[src/rtl/dmi_arbiter_if.sv]
// DMI request/response bundle between two debug masters, the arbiter and the debug module.
// The slave modport is the arbiter's view of the bus. The master modport is the surrounding fabric's view.
interface dmi_arbiter_if #(
  parameter int ADDR_W = 5,
  parameter int DATA_W = 32,
  parameter int OP_W   = 2
);
  localparam int RQ_W = ADDR_W + DATA_W + OP_W;
  localparam int RS_W = DATA_W + OP_W;

  logic            m0_req_valid;
  logic            m0_req_ready;
  logic [RQ_W-1:0] m0_req_bits;
  logic            m0_resp_valid;
  logic            m0_resp_ready;
  logic [RS_W-1:0] m0_resp_bits;

  logic            m1_req_valid;
  logic            m1_req_ready;
  logic [RQ_W-1:0] m1_req_bits;
  logic            m1_resp_valid;
  logic            m1_resp_ready;
  logic [RS_W-1:0] m1_resp_bits;

  logic            dm_req_valid;
  logic            dm_req_ready;
  logic [RQ_W-1:0] dm_req_bits;
  logic            dm_resp_valid;
  logic            dm_resp_ready;
  logic [RS_W-1:0] dm_resp_bits;

  modport slave (
    input  m0_req_valid, m0_req_bits, m0_resp_ready,
    input  m1_req_valid, m1_req_bits, m1_resp_ready,
    input  dm_req_ready, dm_resp_valid, dm_resp_bits,
    output m0_req_ready, m0_resp_valid, m0_resp_bits,
    output m1_req_ready, m1_resp_valid, m1_resp_bits,
    output dm_req_valid, dm_req_bits, dm_resp_ready
  );

  modport master (
    output m0_req_valid, m0_req_bits, m0_resp_ready,
    output m1_req_valid, m1_req_bits, m1_resp_ready,
    output dm_req_ready, dm_resp_valid, dm_resp_bits,
    input  m0_req_ready, m0_resp_valid, m0_resp_bits,
    input  m1_req_ready, m1_resp_valid, m1_resp_bits,
    input  dm_req_valid, dm_req_bits, dm_resp_ready
  );
endinterface

[src/rtl/dmi_arbiter.sv]
// Round-robin sharing of one DMI port between two masters, one transaction in flight.
// Timed-out transactions get an error response, and the late DM reply is later swallowed.
module dmi_arbiter #(
  parameter int ADDR_W  = 5,
  parameter int DATA_W  = 32,
  parameter int OP_W    = 2,
  parameter int TIMEOUT = 1024
) (
  input  logic            sys_clk,
  input  logic            sys_rstn,
  dmi_arbiter_if.slave    bus,
  output logic            busy,
  output logic            timeout_err
);

  localparam int RQ_W = ADDR_W + DATA_W + OP_W;
  localparam int RS_W = DATA_W + OP_W;
  localparam int TW   = (TIMEOUT > 2) ? $clog2(TIMEOUT) : 1;
  localparam logic [TW-1:0]   TMAX   = TW'((TIMEOUT == 0) ? 0 : TIMEOUT - 1);
  localparam logic [OP_W-1:0] OP_TMO = OP_W'(2);

  typedef enum logic [1:0] {
    ST_IDLE,
    ST_REQ,
    ST_WAIT,
    ST_RESP
  } state_e;

  state_e          state_q;
  logic [RQ_W-1:0] req_q;
  logic [RS_W-1:0] resp_q;
  logic            gnt_q;
  logic            last_grant_q;
  logic            stale_q;
  logic            timeout_err_q;
  logic [TW-1:0]   timer_q;

  logic grant0;
  logic grant1;
  logic is_idle;
  logic timeout_hit;
  logic gnt_resp_ready;

  // On a tie, the master that was not served last wins.
  assign grant0  = bus.m0_req_valid & (~bus.m1_req_valid | last_grant_q);
  assign grant1  = bus.m1_req_valid & (~bus.m0_req_valid | ~last_grant_q);
  assign is_idle = (state_q == ST_IDLE);

  assign bus.m0_req_ready  = sys_rstn & is_idle & grant0;
  assign bus.m1_req_ready  = sys_rstn & is_idle & grant1;

  assign bus.dm_req_valid  = (state_q == ST_REQ);
  assign bus.dm_req_bits   = req_q;
  assign bus.dm_resp_ready = sys_rstn & ((state_q == ST_WAIT) | stale_q);

  assign bus.m0_resp_valid = (state_q == ST_RESP) & ~gnt_q;
  assign bus.m1_resp_valid = (state_q == ST_RESP) &  gnt_q;
  assign bus.m0_resp_bits  = resp_q;
  assign bus.m1_resp_bits  = resp_q;

  assign busy        = ~is_idle;
  assign timeout_err = timeout_err_q;

  assign timeout_hit    = (TIMEOUT != 0) && (timer_q == TMAX);
  assign gnt_resp_ready = gnt_q ? bus.m1_resp_ready : bus.m0_resp_ready;

  always_ff @(posedge sys_clk) begin
    if (!sys_rstn) begin
      state_q       <= ST_IDLE;
      req_q         <= '0;
      resp_q        <= '0;
      gnt_q         <= 1'b0;
      last_grant_q  <= 1'b1;
      stale_q       <= 1'b0;
      timeout_err_q <= 1'b0;
      timer_q       <= '0;
    end else begin
      timeout_err_q <= 1'b0;

      // A reply to an abandoned transaction may arrive in any state and is discarded.
      if (state_q != ST_WAIT && stale_q && bus.dm_resp_valid) begin
        stale_q <= 1'b0;
      end

      case (state_q)
        ST_IDLE: begin
          if (grant0 || grant1) begin
            req_q   <= grant0 ? bus.m0_req_bits : bus.m1_req_bits;
            gnt_q   <= grant1;
            state_q <= ST_REQ;
          end
        end

        ST_REQ: begin
          if (bus.dm_req_ready) begin
            timer_q <= '0;
            state_q <= ST_WAIT;
          end
        end

        ST_WAIT: begin
          if (bus.dm_resp_valid) begin
            if (stale_q) begin
              stale_q <= 1'b0;
            end else begin
              resp_q  <= bus.dm_resp_bits;
              state_q <= ST_RESP;
            end
          end else if (timeout_hit) begin
            resp_q        <= {{DATA_W{1'b0}}, OP_TMO};
            timeout_err_q <= 1'b1;
            stale_q       <= 1'b1;
            state_q       <= ST_RESP;
          end else begin
            timer_q <= timer_q + 1'b1;
          end
        end

        ST_RESP: begin
          if (gnt_resp_ready) begin
            last_grant_q <= gnt_q;
            state_q      <= ST_IDLE;
          end
        end

        default: state_q <= ST_IDLE;
      endcase
    end
  end

endmodule

[src/flat_wrapper.sv]
// flat-port wrapper written by rule: the top's interface ports become plain ports
module dmi_arbiter_flat 
#(
  parameter int ADDR_W  = 5,
  parameter int DATA_W  = 32,
  parameter int OP_W    = 2,
  parameter int TIMEOUT = 1024
)
  (sys_clk, sys_rstn, busy, timeout_err, bus_m0_req_valid, bus_m0_req_bits, bus_m0_resp_ready, bus_m1_req_valid, bus_m1_req_bits, bus_m1_resp_ready, bus_dm_req_ready, bus_dm_resp_valid, bus_dm_resp_bits, bus_m0_req_ready, bus_m0_resp_valid, bus_m0_resp_bits, bus_m1_req_ready, bus_m1_resp_valid, bus_m1_resp_bits, bus_dm_req_valid, bus_dm_req_bits, bus_dm_resp_ready);
  dmi_arbiter_if #(.ADDR_W(ADDR_W), .DATA_W(DATA_W), .OP_W(OP_W)) bus_i ();
  input  logic sys_clk;
  input  logic sys_rstn;
  output logic busy;
  output logic timeout_err;
  input wire logic [$bits(bus_i.m0_req_valid)-1:0] bus_m0_req_valid;
  input wire logic [$bits(bus_i.m0_req_bits)-1:0] bus_m0_req_bits;
  input wire logic [$bits(bus_i.m0_resp_ready)-1:0] bus_m0_resp_ready;
  input wire logic [$bits(bus_i.m1_req_valid)-1:0] bus_m1_req_valid;
  input wire logic [$bits(bus_i.m1_req_bits)-1:0] bus_m1_req_bits;
  input wire logic [$bits(bus_i.m1_resp_ready)-1:0] bus_m1_resp_ready;
  input wire logic [$bits(bus_i.dm_req_ready)-1:0] bus_dm_req_ready;
  input wire logic [$bits(bus_i.dm_resp_valid)-1:0] bus_dm_resp_valid;
  input wire logic [$bits(bus_i.dm_resp_bits)-1:0] bus_dm_resp_bits;
  output wire logic [$bits(bus_i.m0_req_ready)-1:0] bus_m0_req_ready;
  output wire logic [$bits(bus_i.m0_resp_valid)-1:0] bus_m0_resp_valid;
  output wire logic [$bits(bus_i.m0_resp_bits)-1:0] bus_m0_resp_bits;
  output wire logic [$bits(bus_i.m1_req_ready)-1:0] bus_m1_req_ready;
  output wire logic [$bits(bus_i.m1_resp_valid)-1:0] bus_m1_resp_valid;
  output wire logic [$bits(bus_i.m1_resp_bits)-1:0] bus_m1_resp_bits;
  output wire logic [$bits(bus_i.dm_req_valid)-1:0] bus_dm_req_valid;
  output wire logic [$bits(bus_i.dm_req_bits)-1:0] bus_dm_req_bits;
  output wire logic [$bits(bus_i.dm_resp_ready)-1:0] bus_dm_resp_ready;
  assign bus_i.m0_req_valid = bus_m0_req_valid;
  assign bus_i.m0_req_bits = bus_m0_req_bits;
  assign bus_i.m0_resp_ready = bus_m0_resp_ready;
  assign bus_i.m1_req_valid = bus_m1_req_valid;
  assign bus_i.m1_req_bits = bus_m1_req_bits;
  assign bus_i.m1_resp_ready = bus_m1_resp_ready;
  assign bus_i.dm_req_ready = bus_dm_req_ready;
  assign bus_i.dm_resp_valid = bus_dm_resp_valid;
  assign bus_i.dm_resp_bits = bus_dm_resp_bits;
  assign bus_m0_req_ready = bus_i.m0_req_ready;
  assign bus_m0_resp_valid = bus_i.m0_resp_valid;
  assign bus_m0_resp_bits = bus_i.m0_resp_bits;
  assign bus_m1_req_ready = bus_i.m1_req_ready;
  assign bus_m1_resp_valid = bus_i.m1_resp_valid;
  assign bus_m1_resp_bits = bus_i.m1_resp_bits;
  assign bus_dm_req_valid = bus_i.dm_req_valid;
  assign bus_dm_req_bits = bus_i.dm_req_bits;
  assign bus_dm_resp_ready = bus_i.dm_resp_ready;
  dmi_arbiter #(.ADDR_W(ADDR_W), .DATA_W(DATA_W), .OP_W(OP_W), .TIMEOUT(TIMEOUT)) u_core (.sys_clk(sys_clk), .sys_rstn(sys_rstn), .bus(bus_i), .busy(busy), .timeout_err(timeout_err));
endmodule
[config.mk]
export PLATFORM = sky130hd
export DESIGN_NAME = dmi_arbiter_flat
export DESIGN_NICKNAME = d
export VERILOG_FILES = /design/src/rtl/dmi_arbiter_if.sv /design/src/rtl/dmi_arbiter.sv /design/src/flat_wrapper.sv
export SDC_FILE = /design/constraint.sdc
export NUM_CORES = 1
export LEC_CHECK = 0
export CORE_UTILIZATION = 38
export CTS_CLUSTER_DIAMETER = 80
export DETAILED_ROUTE_END_ITERATION = 16
export PLACE_DENSITY = 0.77
export SLEW_MARGIN = 0
export SYNTH_ARGS = -nofsm -noshare
export SYNTH_HDL_FRONTEND = slang
export SYNTH_SLANG_ARGS = --single-unit
export TNS_END_PERCENT = 5
[constraint.sdc]
create_clock -name sys_clk -period 2.3 [get_ports sys_clk]
set_clock_uncertainty 0.15 [all_clocks]
set_input_delay 0.46 -clock sys_clk [delete_from_list [all_inputs] [get_ports sys_clk]]
set_output_delay 0.46 -clock sys_clk [all_outputs]
set_load 0.01 [all_outputs]
* Yosys cells after proc, flatten, opt, wreduce, memory -nomap -nowiden
Cells that the tools add are included.
** Word-level totals
- Output and inout port bits :: 115
- Register bits :: 89
** Cells by class
- Equality and inequality tests :: 13
- Reductions and logical operators :: 12
- Mux-type cells :: 22
- Bitwise logic cells :: 18
- $add $sub $neg :: 1
** Operators with widths (number)
- 2-to-1 mux 34 bit :: 3
- 2-to-1 mux 39 bit :: 1
- 2-to-1 mux 10 bit :: 3
- case mux 10 bit (2 select lines) :: 1
- 2-to-1 mux 2 bit :: 6
- inequality test 2 bit, second input constant :: 6
- adder 10 x 1 -> 10 bit, second input constant :: 1
- == test 10 bit, second input constant :: 1
- AND 1 bit :: 8
- case mux 2 bit (4 select lines) :: 1
- 2-to-1 mux 1 bit :: 7
- inverter 1 bit :: 7
- AND reduction 5 bit :: 1
- == test 2 bit, second input constant :: 2
- AND reduction 2 bit :: 2
- AND reduction 4 bit :: 1
- nonzero test 2 bit :: 2
- inequality test 3 x 2 -> 1 bit, second input constant :: 1
- inequality test 3 bit, second input constant :: 1
- OR 1 bit :: 3
- AND reduction 3 bit :: 1
- OR reduction 3 bit :: 1
- == test 2 x 1 -> 1 bit, second input constant :: 1
- logical AND 1 bit :: 2
- 3 further kinds :: 3

* Longest topological paths before layout
- Word-level depth :: 7
- Mapped depth :: 7
- Depth with buffers taken out :: 6

* Least setup slack after synthesis
OpenSTA, ideal clock, no wires.
- Kind :: input port to output port
- From :: input port sys_rstn
- To :: output port bus_m0_req_ready
- Slack :: 376 ps
- Stages on the path :: 4
- Required time :: 1690 ps
- Data arrival time :: 1314 ps
- Path buffers :: 2
- Cell sequence :: buf_2 -> clkinv_1 -> clkbuf_1 -> nor3_1
** Between the ends
- Cells in the longest elaborated chain, start to end :: 2
** Ends and longest elaborated chain
- start: declaration :: RTL line flat_wrapper.sv:12 : input logic sys_rstn;
- AND 1 bit (2 in series) :: RTL line dmi_arbiter.sv:49 : assign bus.m0_req_ready = sys_rstn & is_idle & grant0;
- end: declaration :: RTL line flat_wrapper.sv:24 : output wire logic [$bits(bus_i.m0_req_ready)-1:0] bus_m0_req_ready;
No other way between the ends.

* Worst setup path in the final report
- From :: register u_core.state_q[1]
- To :: output port bus_dm_req_valid
** Between the ends
- Cells in the longest elaborated chain, start to end :: 1
** Ends and longest elaborated chain
- start: declaration :: RTL line dmi_arbiter.sv:29 : state_e state_q;
- start signal: assignment :: RTL line dmi_arbiter.sv:69 : state_q <= ST_IDLE;
- start signal: assignment :: RTL line dmi_arbiter.sv:90 : state_q <= ST_REQ;
- start signal: assignment :: RTL line dmi_arbiter.sv:97 : state_q <= ST_WAIT;
- == test 2 x 1 -> 1 bit :: RTL line dmi_arbiter.sv:52 : assign bus.dm_req_valid = (state_q == ST_REQ);
- end: declaration :: RTL line flat_wrapper.sv:30 : output wire logic [$bits(bus_i.dm_req_valid)-1:0] bus_dm_req_valid;
No other way between the ends.

==> metrics.cfg <==
[power]
p_per_area_nw_per_um2=843
vdd_drop_max_mv=0.440
p_leak_nw=2.57

[worst_setup_path]
cp_data_required_time_ps=1690
worst_setup_path_end_kind=primary output
crit_fanout=5
r2r_setup_slack_ps=290
r2r-end=u_core.timer_q[9]
r2r-start=u_core.state_q[0]
reg2reg_depth=6
cp.arrival_ps=1640
path_class=reg2out
cp-start-kind=flip-flop

[clock_network]
cts-root-buf=clkbuf_8
clk_latency_ps=350
cts_tree=built
cts.sinks=89
cts-htree-levels=3
cts_buffers=9
clkTransAtPathRegs_ps=80
clk_path_buf_depth=2

[placement]
gp_congestion=0.777
hpwl_microns=9000
dp_slack_ps=-258
numPortBuffers=234
placed_area_sq_um=6350

[hold_path]
hold_start=u_core.bus.dm_req_bits[22]
hold_depth=2
worstHoldPathType=reg2reg
min_to=u_core.bus.dm_req_bits[22]

[synth]
yosysTopAreaCell=dfxtp_1
ys_types=45
ys_seq_elements=89
avgSynthCellArea_sq_um=9.91
netlist.area_leader.share_pct=44.0
syn_area_sq_um=4050
yosys-top-cells-area=dfxtp_1, mux2i_1, a211oi_1
synth_fp_nets=536
synth-edff-count=0
async_flop_share_pct=0
yosys_warnings=0
synth_ff_type=dfxtp_1
yosysSeqAreaShare_pct=44.0
syn_inst=409

[detailed_routing]
drt_pre_antenna_iters=5
drt-total-wl_microns=11900
dr_total_vias=3836
postRouteAntennaNets=0
vias_per_cell=5.13
initialDrtViolationCount=271
drc=0
drt-wirelength-per-cell_microns=15.9

[timing]
max_freq_mhz=445
post-route-period-util_pct=97.6
slew_headroom_pct=59.4
fin_crit_ps=2250
report.final.slew_viol_count=0
worstMarginPinSlew_ps=606
rsz0062_at_grt=yes
worst_slack_ps=54.7
setup_violations=0
final-hold-violation-count=0

[floorplanning]
pin_count=235
fp.dieH_microns=105
die-width_microns=105
coreArea_sq_um=10300
dieArea_sq_um=11100
num_rows=37
initial_core_util_pct=39.3

[global_route]
track_usage_pct=21.1
antenna_found_initial=0
overflow=0
grt_pass1_vias=3636
grt_max_degree=65
grt_first_pass_wirelength_microns=18400

[outcome]
outcome=finished clean

[flow_run]
max_cap_viol_count=0

[layout]
diodes=0
finalInstanceArea_sq_um=6570
final_nets=734
synthToLayoutAreaGrowth_pct=62.0
drive_above_1_share_pct=7.52

layer usage:
| metal | routed length (microns) | track usage, % | part of all wire, % | vias up |
|---|---|---|---|---|
| met5 | 0 | 0 | 0 | - |
| li1 | - | - | - | 1875 |
| met4 | 238 | 8.65 | 2.0 | 0 |
| met2 | 5860 | 37.2 | 49 | 178 |
| met1 | 4850 | 24.4 | 41 | 1767 |
| met3 | 937 | 5.19 | 7.9 | 16 |
cells in the final DEF, fill, tap and decap left out, types with 2 or more instances in the layout:
master	instances
nor2_1	45
o311ai_0	3
or4_1	2
o21ai_0	3
a21oi_1	5
and2_1	3
o41ai_1	3
ha_1	4
clkinv_2	3
nor2b_1	2
nand2b_1	5
nand4_1	2
o22ai_1	2
clkbuf_8	10
ha_2	2
buf_12	4
mux2i_1	42
nor3_1	2
a21oi_2	2
o32ai_1	3
and4_1	2
dfxtp_1	87
a211oi_1	45
clkdlybuf4s50_1	228
a22o_1	33
nor4_1	2
or3_1	2
dfxtp_2	2
nand2_1	16
dlygate4sd2_1	4
inv_1	5
buf_4	11
and3_1	2
nand3_1	3
worst max path at each step:
stage	start	end	slack, ps	depth (start not counted)
floorplan	sys_rstn	bus_m0_req_ready	380	4
CTS	u_core.state_q[1]	bus_m0_resp_valid	20	3
global placement	bus_m0_req_valid	bus_m1_req_ready	-240	4
global route	u_core.state_q[1]	bus_dm_req_valid	-10	3
detailed placement	bus_m0_req_valid	bus_m1_req_ready	-260	4
finish	u_core.state_q[1]	bus_dm_req_valid	50	3
logic make-up (layout without fill, tap and decap cells):
kind of cell | after synthesis | after routing | synth area share [%]
flip-flops | 89 | 89 | 44.0
AND/OR/NAND/NOR | 95 | 95 | 11.9
buffers and inverters | 69 | 272 | 10.5
adder cells (fa/ha/maj) | 7 | 7 | 2.16
multiplexers | 42 | 42 | 10.4
AO/OA/AOI/OAI | 107 | 107 | 21.1
cell type report:
class | count | area (sq um)
Clock buffer | 11 | 141
Clock inverter | 5 | 53.8
Fill cell | 878 | 3760
Inverter | 7 | 26.3
Multi-Input combinational cell | 251 | 1890
Sequential cell | 89 | 1780
Tap cell | 136 | 170
Timing Repair Buffer | 249 | 2500
cell usage after synthesis (5+ instances only):
| cell | instances |
|---|---|
| dfxtp_1 | 89 |
| a21oi_1 | 6 |
| a22o_1 | 33 |
| nand2_1 | 16 |
| clkbuf_1 | 12 |
| mux2i_1 | 42 |
| buf_4 | 34 |
| buf_2 | 11 |
| nor2_1 | 47 |
| nand2b_1 | 5 |
| ha_1 | 7 |
| a211oi_1 | 45 |
| inv_1 | 6 |
state kept, by name, summed over array words and instances, names as in the netlist:
signal and flops:
u_core.timer_q 10, u_core.gnt_q 1, u_core.stale_q 1, u_core.last_grant_q 1, u_core.bus.dm_req_bits 39, u_core.state_q 2, u_core.timeout_err 1, u_core.bus.m0_resp_bits 34
worst max-delay path, stage by stage, from the launching register on:
cell             delay [ps]
dfxtp_2                 350
inv_1                   140
ha_2                    250
clkdlybuf4s50_1         540
power breakdown:
part	switching, mW	internal, mW
sequential	0.215	1.88
clock	0.548	0.531
combinational	1.06	1.30
per-stage QoR:
| step | utilization (%) | hold slack, ps | instances | TNS, ps | power [mW] |
|---|---|---|---|---|---|
| after floorplan | - | 306 | 409 | 0 | 3.25 |
| after global placement | 61.5 | 322 | 732 | -565 | 4.44 |
| after detailed placement | 61.5 | 334 | 732 | -590 | 4.49 |
| after CTS | 63.5 | 338 | 748 | 0 | 5.57 |
| after global routing | 63.6 | 367 | 748 | -12.2 | 5.90 |
| final | 63.6 | 348 | 748 | 0 | 5.54 |
what timing repair did:
action / in CTS / in global routing
gates resized for setup: 10 / 6
hold buffers: 0 / 0
endpoints found under the setup margin: 6 / 3
buffers inserted: 0 / 0
(Power assumes the default switching activity.)
